<file path="config.mk">
export PLATFORM = sky130hd
export DESIGN_NAME = fir_filter_param
export DESIGN_NICKNAME = d
export VERILOG_FILES = /design/src/rtl/fir_filter_param.sv
export SDC_FILE = /design/constraint.sdc
export NUM_CORES = 2
export LEC_CHECK = 0
export ABC_AREA = 1
export CAP_MARGIN = 20
export CORE_ASPECT_RATIO = 0.8
export CORE_MARGIN = 1
export CORE_UTILIZATION = 40
export DETAILED_ROUTE_END_ITERATION = 16
export PLACE_DENSITY = 0.68
export SLEW_MARGIN = 20
export SYNTH_ARGS = -nofsm -noshare
export SYNTH_HDL_FRONTEND = slang
export SYNTH_SLANG_ARGS = --single-unit
</file>
<file path="constraint.sdc">
create_clock -name clk -period 12.2 [get_ports clk]
set_input_delay 2.44 -clock clk [delete_from_list [all_inputs] [get_ports clk]]
set_output_delay 2.44 -clock clk [all_outputs]
set_load 0.05 [all_outputs]
</file>
<file path="src/rtl/fir_filter_param.sv">
// Time-multiplexed signed FIR filter: one MAC per clock over a TAPS-deep delay line, with run-time coefficients.
// The output is produced TAPS+2 clocks after the sample is accepted. Define FIR_SAT_EN to clamp the output instead of wrapping it.
// in_ready is high only in IDLE. The source must hold FIR_input and input_valid until the sample is accepted.
module fir_filter_param #(
    parameter int DATA_W = 8,
    parameter int COEF_W = 8,
    parameter int TAPS   = 50,
    parameter int OUT_W  = 22
) (
    input  logic                     clk,
    input  logic                     reset,
    input  logic signed [DATA_W-1:0] FIR_input,
    input  logic                     input_valid,
    output logic                     in_ready,
    input  logic                     coef_we,
    input  logic [$clog2(TAPS)-1:0]  coef_addr,
    input  logic signed [COEF_W-1:0] coef_data,
    output logic signed [OUT_W-1:0]  FIR_output,
    output logic                     output_valid
);
    localparam int AW    = $clog2(TAPS);
    localparam int PW    = DATA_W + COEF_W;
    localparam int ACC_W = PW + AW;

    typedef enum logic [1:0] {IDLE, MAC, DONE} state_t;

    state_t                   state;
    state_t                   state_nxt;
    logic signed [DATA_W-1:0] x [TAPS];
    logic signed [COEF_W-1:0] h [TAPS];
    logic signed [ACC_W-1:0]  acc;
    logic [AW-1:0]            k;
    logic                     accept;
    logic                     coef_wr;
    logic                     coef_ok;
    logic                     mac_last;
    logic signed [DATA_W-1:0] x_k;
    logic signed [COEF_W-1:0] h_k;
    logic signed [PW-1:0]     prod;
    logic signed [ACC_W-1:0]  prod_ext;
    logic signed [OUT_W-1:0]  out_red;

    // Addresses past the last tap only exist when TAPS is not a power of two
    if ((1 << AW) == TAPS) begin : g_addr_full
        assign coef_ok = 1'b1;
    end else begin : g_addr_part
        assign coef_ok = (coef_addr < AW'(TAPS));
    end

    assign in_ready = (state == IDLE);
    assign mac_last = (k == AW'(TAPS - 1));

    // Operands are sign-extended to full product width. The low PW bits of the product are exact.
    assign x_k      = x[k];
    assign h_k      = h[k];
    assign prod     = {{COEF_W{x_k[DATA_W-1]}}, x_k} * {{DATA_W{h_k[COEF_W-1]}}, h_k};
    assign prod_ext = {{AW{prod[PW-1]}}, prod};

`ifdef FIR_SAT_EN
    localparam logic signed [ACC_W-1:0] SAT_MAX = {{(ACC_W-OUT_W+1){1'b0}}, {(OUT_W-1){1'b1}}};
    localparam logic signed [ACC_W-1:0] SAT_MIN = {{(ACC_W-OUT_W+1){1'b1}}, {(OUT_W-1){1'b0}}};

    // Clamp the accumulator into the signed OUT_W range. This is a no-op when OUT_W equals ACC_W.
    always_comb begin
        out_red = acc[OUT_W-1:0];
        if (acc > SAT_MAX) begin
            out_red = SAT_MAX[OUT_W-1:0];
        end else if (acc < SAT_MIN) begin
            out_red = SAT_MIN[OUT_W-1:0];
        end
    end
`else
    // Two's-complement wrap: keep the low OUT_W bits of the accumulator
    always_comb begin
        out_red = acc[OUT_W-1:0];
    end
`endif

    // FSM state register
    always_ff @(posedge clk) begin
        if (!reset) begin
            state <= IDLE;
        end else begin
            state <= state_nxt;
        end
    end

    // Next-state logic, and the strobes that may only fire in IDLE
    always_comb begin
        state_nxt = state;
        accept    = 1'b0;
        coef_wr   = 1'b0;
        case (state)
            IDLE: begin
                coef_wr = coef_we && coef_ok;
                if (input_valid) begin
                    accept    = 1'b1;
                    state_nxt = MAC;
                end
            end
            MAC: begin
                if (mac_last) begin
                    state_nxt = DONE;
                end
            end
            DONE: begin
                state_nxt = IDLE;
            end
            default: begin
                state_nxt = IDLE;
            end
        endcase
    end

    // Datapath: coefficient port, delay line, MAC accumulator and registered output
    always_ff @(posedge clk) begin
        if (!reset) begin
            acc          <= '0;
            k            <= '0;
            FIR_output   <= '0;
            output_valid <= 1'b0;
            for (int i = 0; i < TAPS; i++) begin
                x[i] <= '0;
                h[i] <= '0;
            end
        end else begin
            output_valid <= 1'b0;
            if (coef_wr) begin
                h[coef_addr] <= coef_data;
            end
            if (accept) begin
                for (int i = TAPS - 1; i > 0; i--) begin
                    x[i] <= x[i-1];
                end
                x[0] <= FIR_input;
                acc  <= '0;
                k    <= '0;
            end
            if (state == MAC) begin
                acc <= acc + prod_ext;
                k   <= mac_last ? '0 : k + 1'b1;
            end
            if (state == DONE) begin
                FIR_output   <= out_red;
                output_valid <= 1'b1;
            end
        end
    end
endmodule

</file>
# == Word level (Yosys, flattened, before mapping) ==
# Memories as Yosys holds them, arrays and structs flattened. A register that Yosys moved wholly into a read port is not among the register bits.
# Cells that the tools add are included.
# op_classes
mux,76
reduce_logical,5
mul,1
order_cmp,1
bitwise,50
n_eq_ne,5
add_sub_neg,2
# op_table
operator,count
$mux W8,51
$or A1 B1 Y1,50
$mux W6,8
$mux W22,2
$add A22 B16 Y22,1
$mul A8 B8 Y16,1
$mux W1,12
$reduce_or A8 Y1,1
$add A6 B1 Y6 const B,1
$eq A6 B6 Y1 const B,1
$lt A6 B6 Y1 const B,1
$mux W2,2
$ne A2 B2 Y1 const B,2
$pmux W2 S2,1
$eq A2 B1 Y1 const B,1
$eq A2 B2 Y1 const B,1
$logic_not A2 Y1,1
$reduce_and A2 Y1,1
$reduce_bool A2 Y1,1
$logic_and A1 B1 Y1,1
# totals
reg_bits,53
ram_bits,800
n_memories,2
wordCells,147
# memory_table
memory,depth,width,read_ports,rd_ports_with_merged_regs,write_ports,line,rtl
h,50,8,1,1,50,30,logic signed [COEF_W-1:0] h [TAPS];
x,50,8,50,1,50,29,logic signed [DATA_W-1:0] x [TAPS];

# == Depth between registers and ports, before layout ==
# logic_depth
depth_word,8
depth_mapped,35
ltp_nobuf,31

# == Least setup slack after synthesis ==
# No wires, ideal clock.
# synth_path
path_kind,input port to flip-flop
startpoint,input port reset
endpoint,register (tool-made name)
path_slack_ns,-0.104
arrival_time_ns,12.059
setup_ns,0.245
cell_stages,3
n_path_buf,1
path_cell_list,buf_2 > nand2_1 > o32ai_1
# synth_lines
element,line,rtl
start: declaration,11,"input logic reset,"

==> results_dict.tcl <==
set metrics [dict create \
    crit_arrival_ns 9.35 \
    yosysSeqAreaShare_pct 60.03 \
    die_area_sq_um 120400 \
    maxCapViolations 0 \
    dr.first_iter.drc_count 3948 \
    setup_ws_ns 3.435 \
    synth_warnings 0 \
    drc 0 \
    chipWidth_microns 387.6 \
    fin_crit_sh_pct 71.84 \
    die_y_microns 310.5 \
    wl_per_cell_microns 17.14 \
    antenna_found_initial 3 \
    power.switching_mw 2.625 \
    combPwrFrac_pct 20.8 \
    ant_nets 0 \
    initial_core_util_pct 40.57 \
    io_buffers 49 \
    netlist.area_leader.share_pct 57.55 \
    place_hpwl_microns 67390 \
    cts-resized-gates 0 \
    synth_area_leaders "edfxtp_1, nand2_1, nor2_1, nand3_1, inv_1" \
    clockBufferDepth 3 \
    pre_cts_slack_ns 3.589 \
    routabilityCongestion 0.8885 \
    overflow 0 \
    cts_buffers 101 \
    required_ns 12.78 \
    switching_share_pct 30.05 \
    drv_slew 0 \
    syn_to_final_growth_pct 10.61 \
    yosysTopAreaCell "edfxtp_1" \
    cp-end-kind "flop" \
    power_density_nw_per_um2 166.0 \
    grt_pass1_wl_microns 180400 \
    path_buf_inv 6 \
    grt_pass1_vias 32405 \
    path_depth 26 \
    synth-edff-count 912 \
    endpoint "acc[17]" \
    min_path_type "reg2reg" \
    synth_area_sq_um 47590 \
    wl_microns 113500 \
    numClockSinks 971 \
    min_path_cells 2 \
    timing.rr.end "acc[17]" \
    via_per_inst 5.137 \
    ff2ff_setup_slack_ns 3.44 \
    ys_types 42 \
    routed-via-count 34015 \
    crit_type "reg2reg" \
    fill_cells 10808 \
    core-area_sq_um 117300 \
    cp-start-kind "flop" \
    finalSetupViolCount 0 \
    cts-root-buf "clkbuf_16" \
    outcome "completed" \
    drt_pass1_iterations 7 \
    hold_viol 0 \
    synthFlopType "edfxtp_1" \
    ctsHoldBuffers 0 \
    cts_tree "yes" \
    htreeDepth 3 \
    slowest_delay_ns 0.84 \
    avgSynthCellArea_sq_um 9.518 \
    tightest_slew_ns 1.169 \
    fmax_mhz 114.1 \
    relSlewSlack_pct 22.05 \
    path_clk_slew_ns 0.06 \
    ys_seq_elements 971 \
    critPathMaxFanout 92 \
    post_cts_buffers 0 \
    fin_worst_skew_ns 0.03575 \
    path_delay_family "adder cells" \
    rows 112 \
    synthCells 5000 \
    grt_max_degree 235 \
    leakage_nw 21.52 \
    synthArstFlopShare_pct 0 \
    peakVddDrop_mv 0.1442 \
    post-route-min-period_ns 8.765 \
    io_pins 50 \
    rsz0062_at_grt "no" \
    layout-drive-gt1-share_pct 4.764 \
    cp_slowest_cell "dfxtp_4" \
    internal-power_mw 6.111 \
    r2r.worst_path.cells 26 \
    grt_usage_pct 18.77 \
    pwr-share-seq_pct 45.2 \
    clkPwrFrac_pct 33.9 \
    nNetsFinal 5177 \
    setup_tns_ns 0 \
    clk_latency_ns 0.69 \
]
==> power by group through the flow <==
| stage | combinational (mW) | sequential, mW | clock [mW] |
|---|---|---|---|
| detailed placement | 1.79 | 4.02 | 0 |
| CTS | 1.81 | 3.95 | 3.01 |
| finish | 1.82 | 3.95 | 2.96 |
| global route | 2.09 | 3.97 | 3.14 |
| global placement | 1.77 | 4.01 | 0 |
| floorplan | 1.35 | 4.00 | 0 |
==> metal layers <==
metal	GRT usage [%]	wire length, microns
met5	0	13
met4	4.996	2527
met3	3.334	9675
met2	28.61	50530
met1	27.51	50740
==> kinds of logic after synthesis <==
logic type	count (synthesis)	synth area share, %
compound gates	445	4.795
xor+xnor	6	0.1104
fa+ha+maj	148	5.405
buf+inv	885	7.406
flops	971	60.03
other cells	1	0.007880
simple gates	2544	22.25
==> per-stage QoR <==
| step | std cells | util [%] | cell area, sq um | power (mW) | hold slack, ns |
|---|---|---|---|---|---|
| after CTS | 6619 | 44.86 | 52620 | 8.775 | 0.4861 |
| after detailed placement | 6439 | 42.19 | 49480 | 5.808 | 0.4711 |
| after floorplan | 5111 | - | 48010 | 5.356 | 0.4453 |
| after global routing | 6620 | 44.88 | 52640 | 9.200 | 0.5056 |
| after global placement | 6439 | 42.19 | 49480 | 5.783 | 0.4729 |
| final | 6621 | 44.88 | 52640 | 8.736 | 0.4813 |
==> final cells by class <==
type,instances,area (sq um),share of cell area [%]
Sequential cell,971,28580,54.29
Multi-Input combinational cell,3255,15960,30.32
Clock buffer,122,2606,4.951
Inverter,585,2213,4.205
Tap cell,1539,1926,3.658
Timing Repair Buffer,89,814.5,1.547
Clock inverter,58,531.8,1.010
Antenna cell,2,5.005,0.009508
==> worst min-delay path by stage <==
stage / from / endpoint / slack, ns
CTS: FIR_output[13] / FIR_output[13] / 0.49
global placement: FIR_output[21] / FIR_output[21] / 0.47
detailed placement: FIR_output[13] / FIR_output[13] / 0.47
global route: FIR_output[21] / FIR_output[21] / 0.51
finish: FIR_output[13] / FIR_output[13] / 0.48
floorplan: acc[6] / acc[6] / 0.45
==> cells in the final DEF, fill, tap and decap left out, types with 55 or more instances in the layout <==
master and n:
edfxtp_1 912, clkbuf_16 101, fa_1 96, nand3_1 634
dfxtp_1 55, conb_1 112, nor2_1 851, nand2_1 989
o21ai_0 202, inv_1 571, a21oi_1 218
==> sequential cells by signal (all words and copies together) (netlist names), named ones only <==
| register | count |
|---|---|
| h | 512 |
| x | 400 |
| FIR_output | 22 |
| acc | 22 |
| k | 6 |
| state | 2 |
| output_valid | 1 |
==> Yosys cell counts, types with 2 or more instances <==
library cell	instances
a21oi_1	218
a22oi_1	2
and2_1	2
buf_1	35
buf_2	99
buf_4	13
buf_6	4
clkbuf_1	149
clkinv_1	2
dfxtp_1	59
edfxtp_1	912
fa_1	96
ha_1	52
inv_1	581
inv_2	2
nand2_1	990
nand2_2	33
nand3_1	635
nand3b_1	4
nand4_1	3
nor2_1	852
nor2_2	2
nor3_1	10
nor3_2	3
nor4_2	2
nor4_4	4
o211ai_1	6
o21ai_0	202
o21ai_1	2
o22ai_1	4
o31ai_1	4
o32ai_1	3
or2_2	2
xnor2_1	4
xor2_1	2
==> worst min-delay path, stage by stage (launching register included) <==
cell,delay [ns]
dfxtp_1,0.32
nor2_1,0.05
nor2_1,0.08
Power figures use the tool's default switching activity.
